**config.mk**
```make
export PLATFORM = sky130hd
export DESIGN_NAME = memory_loader_ram
export DESIGN_NICKNAME = d
export VERILOG_FILES = /design/src/rtl/memory_loader_ram.sv
export SDC_FILE = /design/constraint.sdc
export NUM_CORES = 2
export LEC_CHECK = 0
export CAP_MARGIN = 15
export CORE_MARGIN = 3
export CORE_UTILIZATION = 40
export DETAILED_ROUTE_END_ITERATION = 8
export RECOVER_POWER = 25
export SLEW_MARGIN = 20
export SYNTH_ARGS = -nofsm -noshare
export SYNTH_HDL_FRONTEND = slang
export SYNTH_SLANG_ARGS = --single-unit
```
**constraint.sdc**
```tcl
create_clock -name clk -period 9.8 [get_ports clk]
set_input_delay 1.47 -clock clk [delete_from_list [all_inputs] [get_ports clk]]
set_output_delay 1.47 -clock clk [all_outputs]
set_load 0.05 [all_outputs]
```
**src/rtl/memory_loader_ram.sv**
```systemverilog
// 256x8 program RAM with a byte-stream loader that hands over to the CPU.
// Optional I/O port at 8'hFF when MEM_IO_EN is defined.
module memory_loader_ram (
    input  logic       clk,
    input  logic       rst_n,
    input  logic [7:0] ram_addr,
    input  logic [7:0] ram_data,
    input  logic       ram_we,
    output logic [7:0] ram_out,
    input  logic       load_valid,
    input  logic [7:0] load_data,
    input  logic       load_last,
    output logic       load_ready,
    output logic       cpu_run,
    output logic [8:0] load_count,
    output logic [7:0] io_out,
    output logic       io_strobe
);

    typedef enum logic {
        S_LOAD = 1'b0,
        S_RUN  = 1'b1
    } state_t;

    state_t     state_q, state_d;
    logic [7:0] ptr_q, ptr_d;
    logic [8:0] cnt_q, cnt_d;
    logic [7:0] mem_q [256];
    logic       mem_we;
    logic [7:0] mem_waddr;
    logic [7:0] mem_wdata;
    logic       io_hit;

`ifdef MEM_IO_EN
    logic [7:0] io_q, io_d;
    logic       strobe_q, strobe_d;

    assign io_hit = (ram_addr == 8'hFF);
`else
    assign io_hit = 1'b0;
`endif

    always_comb begin
        state_d   = state_q;
        ptr_d     = ptr_q;
        cnt_d     = cnt_q;
        mem_we    = 1'b0;
        mem_waddr = ptr_q;
        mem_wdata = load_data;
`ifdef MEM_IO_EN
        io_d      = io_q;
        strobe_d  = 1'b0;
`endif
        case (state_q)
            S_LOAD: begin
                if (load_valid) begin
                    mem_we = 1'b1;
                    ptr_d  = ptr_q + 8'd1;
                    cnt_d  = cnt_q + 9'd1;
                    // a wrapping pointer means the whole array is filled
                    if (load_last || (ptr_q == 8'hFF)) begin
                        state_d = S_RUN;
                    end
                end
            end
            S_RUN: begin
                if (ram_we) begin
                    if (io_hit) begin
`ifdef MEM_IO_EN
                        io_d     = ram_data;
                        strobe_d = 1'b1;
`endif
                    end else begin
                        mem_we    = 1'b1;
                        mem_waddr = ram_addr;
                        mem_wdata = ram_data;
                    end
                end
            end
            default: state_d = S_LOAD;
        endcase
    end

    always_ff @(posedge clk) begin
        if (!rst_n) begin
            state_q  <= S_LOAD;
            ptr_q    <= 8'd0;
            cnt_q    <= 9'd0;
`ifdef MEM_IO_EN
            io_q     <= 8'h00;
            strobe_q <= 1'b0;
`endif
        end else begin
            state_q  <= state_d;
            ptr_q    <= ptr_d;
            cnt_q    <= cnt_d;
`ifdef MEM_IO_EN
            io_q     <= io_d;
            strobe_q <= strobe_d;
`endif
        end
    end

    // storage survives reset; only the write is suppressed
    always_ff @(posedge clk) begin
        if (rst_n && mem_we) begin
            mem_q[mem_waddr] <= mem_wdata;
        end
    end

    assign load_ready = (state_q == S_LOAD);
    assign cpu_run    = (state_q == S_RUN);
    assign load_count = cnt_q;

`ifdef MEM_IO_EN
    assign ram_out   = io_hit ? io_q : mem_q[ram_addr];
    assign io_out    = io_q;
    assign io_strobe = strobe_q;
`else
    assign ram_out   = mem_q[ram_addr];
    assign io_out    = 8'h00;
    assign io_strobe = 1'b0;
`endif

endmodule

```
# [Yosys cells after proc, flatten, opt, wreduce, memory -nomap -nowiden]
# Memories as Yosys holds them, arrays and structs flattened.
# Cells that the tools add are included.
[classes] add_sub_neg=2 eq_ne=1 n_mux=12 bitwise_logic=1 reduce_logical=3
[op_table] operator="two-way mux 8 bit" count=4
[op_table] operator="adder 9 x 1 -> 9 bit, second input constant" count=1
[op_table] operator="adder 8 x 1 -> 8 bit, second input constant" count=1
[op_table] operator="equality test 8 bit, second input constant" count=1
[op_table] operator="two-way mux 1 bit" count=7
[op_table] operator="case mux 1 bit (2 select lines)" count=1
[op_table] operator="AND reduction 2 bit" count=1
[op_table] operator="logical AND 1 bit" count=1
[op_table] operator="logical OR 1 bit" count=1
[op_table] operator="inverter 1 bit" count=1
[word_totals] ff_bits=18 mem_bits_rw=2048 inputBits=29 output_inout_bits=28 elab_cells=23 mem_count=1
[mem_list] memory="mem_q" depth=256 word_bits=8 read_ports=1 rd_ports_with_merged_regs=0 wr=1 line="28" text="logic [7:0] mem_q [256];"

# [Depth between registers and ports, before layout]
[depth] depth_word=5 ltp_mapped=12

# [Least setup slack after synthesis]
# OpenSTA, ideal clock, no wires.
[synth_path] kind="input to register" start="input ram_we" end="memory mem_q[0][0] (data pin)" setup_ns=0.823 t_arrival_ns=5.218 required_time_ns=8.977 path_slack_ns=3.760 stages=5 path_buffers=2 path_cell_list="and2_1 -> buf_2 -> clkbuf_1 -> nand2_1 -> nand2_1"
[synth_between] elab_chain_cells=2
[synth_lines] element="start: declaration" line="8" text="input logic ram_we,"
[synth_lines] element="two-way mux 8 bit" line="67" text="if (ram_we) begin"
[synth_lines] element="two-way mux 8 bit" line="54" text="case (state_q)"
[synth_lines] element="named net mem_wdata[0]" line="31" text="logic [7:0] mem_wdata;"
[synth_lines] element="end: declaration" line="28"
# The timed path passes the listed nets, and every way through them passes these cells.

# [Final worst setup path]
[layout_path] start="input ram_we" end="memory mem_q[65][6] (data pin)"
# The elaborated chain is that of the path after synthesis.

==> results.txt <==
----------------------------------------------------
[Run status]
  Status ... complete, but fails checks
  Violated checks ... max-capacitance violations, max-slew violations

[Critical path]
  Largest fanout of any net on the critical path ... 184
  Crit start category ... primary input
  Arrival time of data at the critical path endpoint ... 7.99 ns
  Crit path top cell by count ... nand2_1
  Kind of critical path ... in2reg
  Cell at the slowest stage of the critical path ... clkbuf_2
  Worst reg-to-reg setup slack ... 2.68 ns
  Worst path max stage delay ... 2.84 ns
  Critical Path Sink Type ... register
  WP data required ... 9.82 ns
  Cell-by-cell listing of the critical path ... dlygate4sd3_1, nand2_1, nand2_1, nand2_1, clkbuf_2

[Global routing]
  Antenna violations before repair ... 2
  Number of global-route vias before repair ... 39800
  Maximum number of pins on one net before global-route repair ... 213
  Total overflow reported by the global router ... 0
  Overall routing resource usage ... 0.189
  Wire length of the first global-routing pass ... 285 mm

[Power]
  Switching component of the power ... 0.00401 W
  Overall Power ... 0.0184 W
  P_leak ... 27.4 nW
  Switching share of total power ... 0.218
  Flop pwr share ... 0.534
  Part of the total power dissipated in the clock network ... 0.412
  Power Internal ... 0.0144 W
  Areal power density over the cells ... 205 nW/um^2
  Worst ir drop on vdd ... 0.000209 V
  Combinational Power Share ... 0.054

[Synthesis]
  Synthesis Warnings ... 0
  Area share of the largest cell type after synthesis ... 0.766
  Synth area leader ... edfxtp_1
  Compound-cell area share of the yosys netlist ... 0.0382
  Dominant combinational cell family by area after synthesis ... multiplexers
  Dominant synthesized flop cell ... edfxtp_1
  Distinct cell type count of the synthesized netlist ... 63
  Simple-Gate Fraction of Synth Area ... 0.0299
  Share of synthesized cell area in full adder, half adder and majority cells ... 0.000312
  XOR/XNOR Fraction of Synth Area ... 0.00120
  Fraction of registers with async set or reset after synthesis ... 0
  Sequential share of the synthesized area ... 0.771
  Gate count of the mapped netlist ... 3900
  Largest cells by area after synthesis ... edfxtp_1, mux4_2, mux2i_1, a22oi_1, nor2_1
  Share of synthesized area spent on multiplexers ... 0.141
  Count of flip-flops with a built-in enable after synthesis ... 2048
  Summed instance area of the synthesized netlist ... 80300 um^2
  Post-Syn Area per Cell ... 20.6 um^2
  Post-synthesis register bit count ... 2066

[Detailed routing]
  Count of unresolved DRC violations after routing ... 0
  Final wirelength ... 196 mm
  First drt pass iteration count ... 5
  Via count of the routed design ... 39300
  Antenna viol nets, final ... 0
  Starting DRT DRC Count ... 4421
  DR vias/cell ... 5.77
  WL per Instance ... 28.8 um

[STA]
  Unrepaired setup endpoints after global routing ... no
  Number of setup violations in the final report ... 0
  Worst rel slew slack ... -2.11
  Worst hold slack ... 0.501 ns
  Transition time at the pin with the least slew margin ... 4.66 ns
  Number of endpoints with negative hold slack in the final report ... 0
  Final worst path period share ... 0.814
  Clk_skew ... 0.0360 ns
  Sum of negative setup slack ... 0 ns
  Achievable clock frequency ... 125 MHz
  Time the worst path needs with I/O delays and setup ... 7.98 ns
  Final worst slack ... 1.82 ns
  Number of slew-limit violations in the final report ... 1528

[Clocking]
  Clk root buf ... clkbuf_16
  CTS tree ... yes
  Clk sink count ... 2066
  Max clock buf depth ... 3
  Number of H-tree branching levels ... 4
  Post-cts repair resize count ... 0
  Count of buffers added by post-CTS timing repair for setup ... 0
  Clock buffers created by TritonCTS ... 205
  Hold buffers post-CTS ... 0
  Clock slew at reported path FFs ... 0.06 ns
  Clock network latency to the later pin of the worst-skew pair ... 0.81 ns

[Floorplanning]
  Core region area ... 198000 um^2
  Row count ... 163
  Initial Util ... 0.404
  DIE AREA ... 206000 um^2
  Die extent in y ... 454 um
  Horizontal die dimension ... 454 um
  I/O pin count ... 57

[Cells and area]
  Synthesis-to-finish area growth ... 12.1%
  Fraction of final layout cells with drive strength greater than 1 ... 0.198
  Highest-count cells in the layout ignoring fill and taps ... edfxtp_1, mux4_2, nor2_1
  Most common cell after layout, fill and taps aside ... edfxtp_1
  Net count of the finished layout ... 4032

[Placement]
  DPL Wire Length ... 117 mm
  PortBufs ... 47
  Worst slack at placement ... 2.10 ns
  Final GP Congestion ... 0.813

[Job]
  Max-cap violation count ... 17

[Hold path]
  Min-Delay Path Class ... reg2reg

----------------------------------------------------
cells in the mapped netlist (all sizes together), types with 16 or more instances:
cell	n
edfxtp	2048
mux4	442
nor2	296
a22oi	181
buf	140
mux2i	136
a21oi	121
clkbuf	110
nand2	89
o221ai	38
nand3	30
nor4	24
o21ai	24
o22ai	22
dfxtp	18
nor3	16
final cells by class:
| class | count | area (um^2) |
|---|---|---|
| Antenna cell | 3 | 7.51 |
| Clock buffer | 255 | 5340 |
| Clock inverter | 121 | 1120 |
| Fill cell | 16500 | 109000 |
| Inverter | 4 | 15.0 |
| Multi-Input combinational cell | 1588 | 17000 |
| Sequential cell | 2066 | 61900 |
| Tap cell | 2640 | 3300 |
| Timing Repair Buffer | 136 | 1240 |
worst paths after layout:
kind | from | to | cells after the start
worst max-delay path | ram_we | mem_q[65][6] | 5
worst min-delay path | load_count[8] | load_count[8] | 2
worst max register to register | cpu_run | mem_q[65][6] | 4
worst min register to register | load_count[8] | load_count[8] | 2
sequential cells by signal, summed over array words and instances, names as in the netlist:
register and count:
mem_q 2048, load_count 9, cpu_run 1, ptr_q 8
per-layer routing:
layer,global-route usage,routed length (um)
met1,0.274,83700
met4,0.0473,4470
met2,0.300,94900
met5,0,0
met3,0.0304,13100
metrics by stage:
stage / cell area, um^2 / util / instances
3_3_place_gp: 83500 / 0.421 / 6430
2_1_floorplan: 80300 / - / 3908
6_report: 89900 / 0.453 / 6813
4_1_cts: 90000 / 0.454 / 6808
3_5_place_dp: 83500 / 0.421 / 6432
5_1_grt: 89900 / 0.453 / 6812
power groups by stage:
stage	clock network, W	registers (W)	logic [W]
after detailed placement	0	0.0100	0.000999
after CTS	0.00771	0.00981	0.00100
final	0.00759	0.00984	0.000986
after global placement	0	0.00999	0.000980
after floorplan	0	0.0101	0.000595
after global routing	0.00808	0.00984	0.00104
worst max-delay path: cells and delay by family:
family	cells	cell delay, ns
buf+inv	2	3.39
simple gates	3	2.80
kinds of logic (layout without fill, tap and decap cells):
family | count (synthesis) | in the layout
compound gates | 449 | 449
xor+xnor | 11 | 11
other cells | 1 | 12
simple gates | 538 | 538
mux | 579 | 579
flops | 2066 | 2066
buf+inv | 254 | 516
fa+ha+maj | 2 | 2
Power figures use the tool's default switching activity.
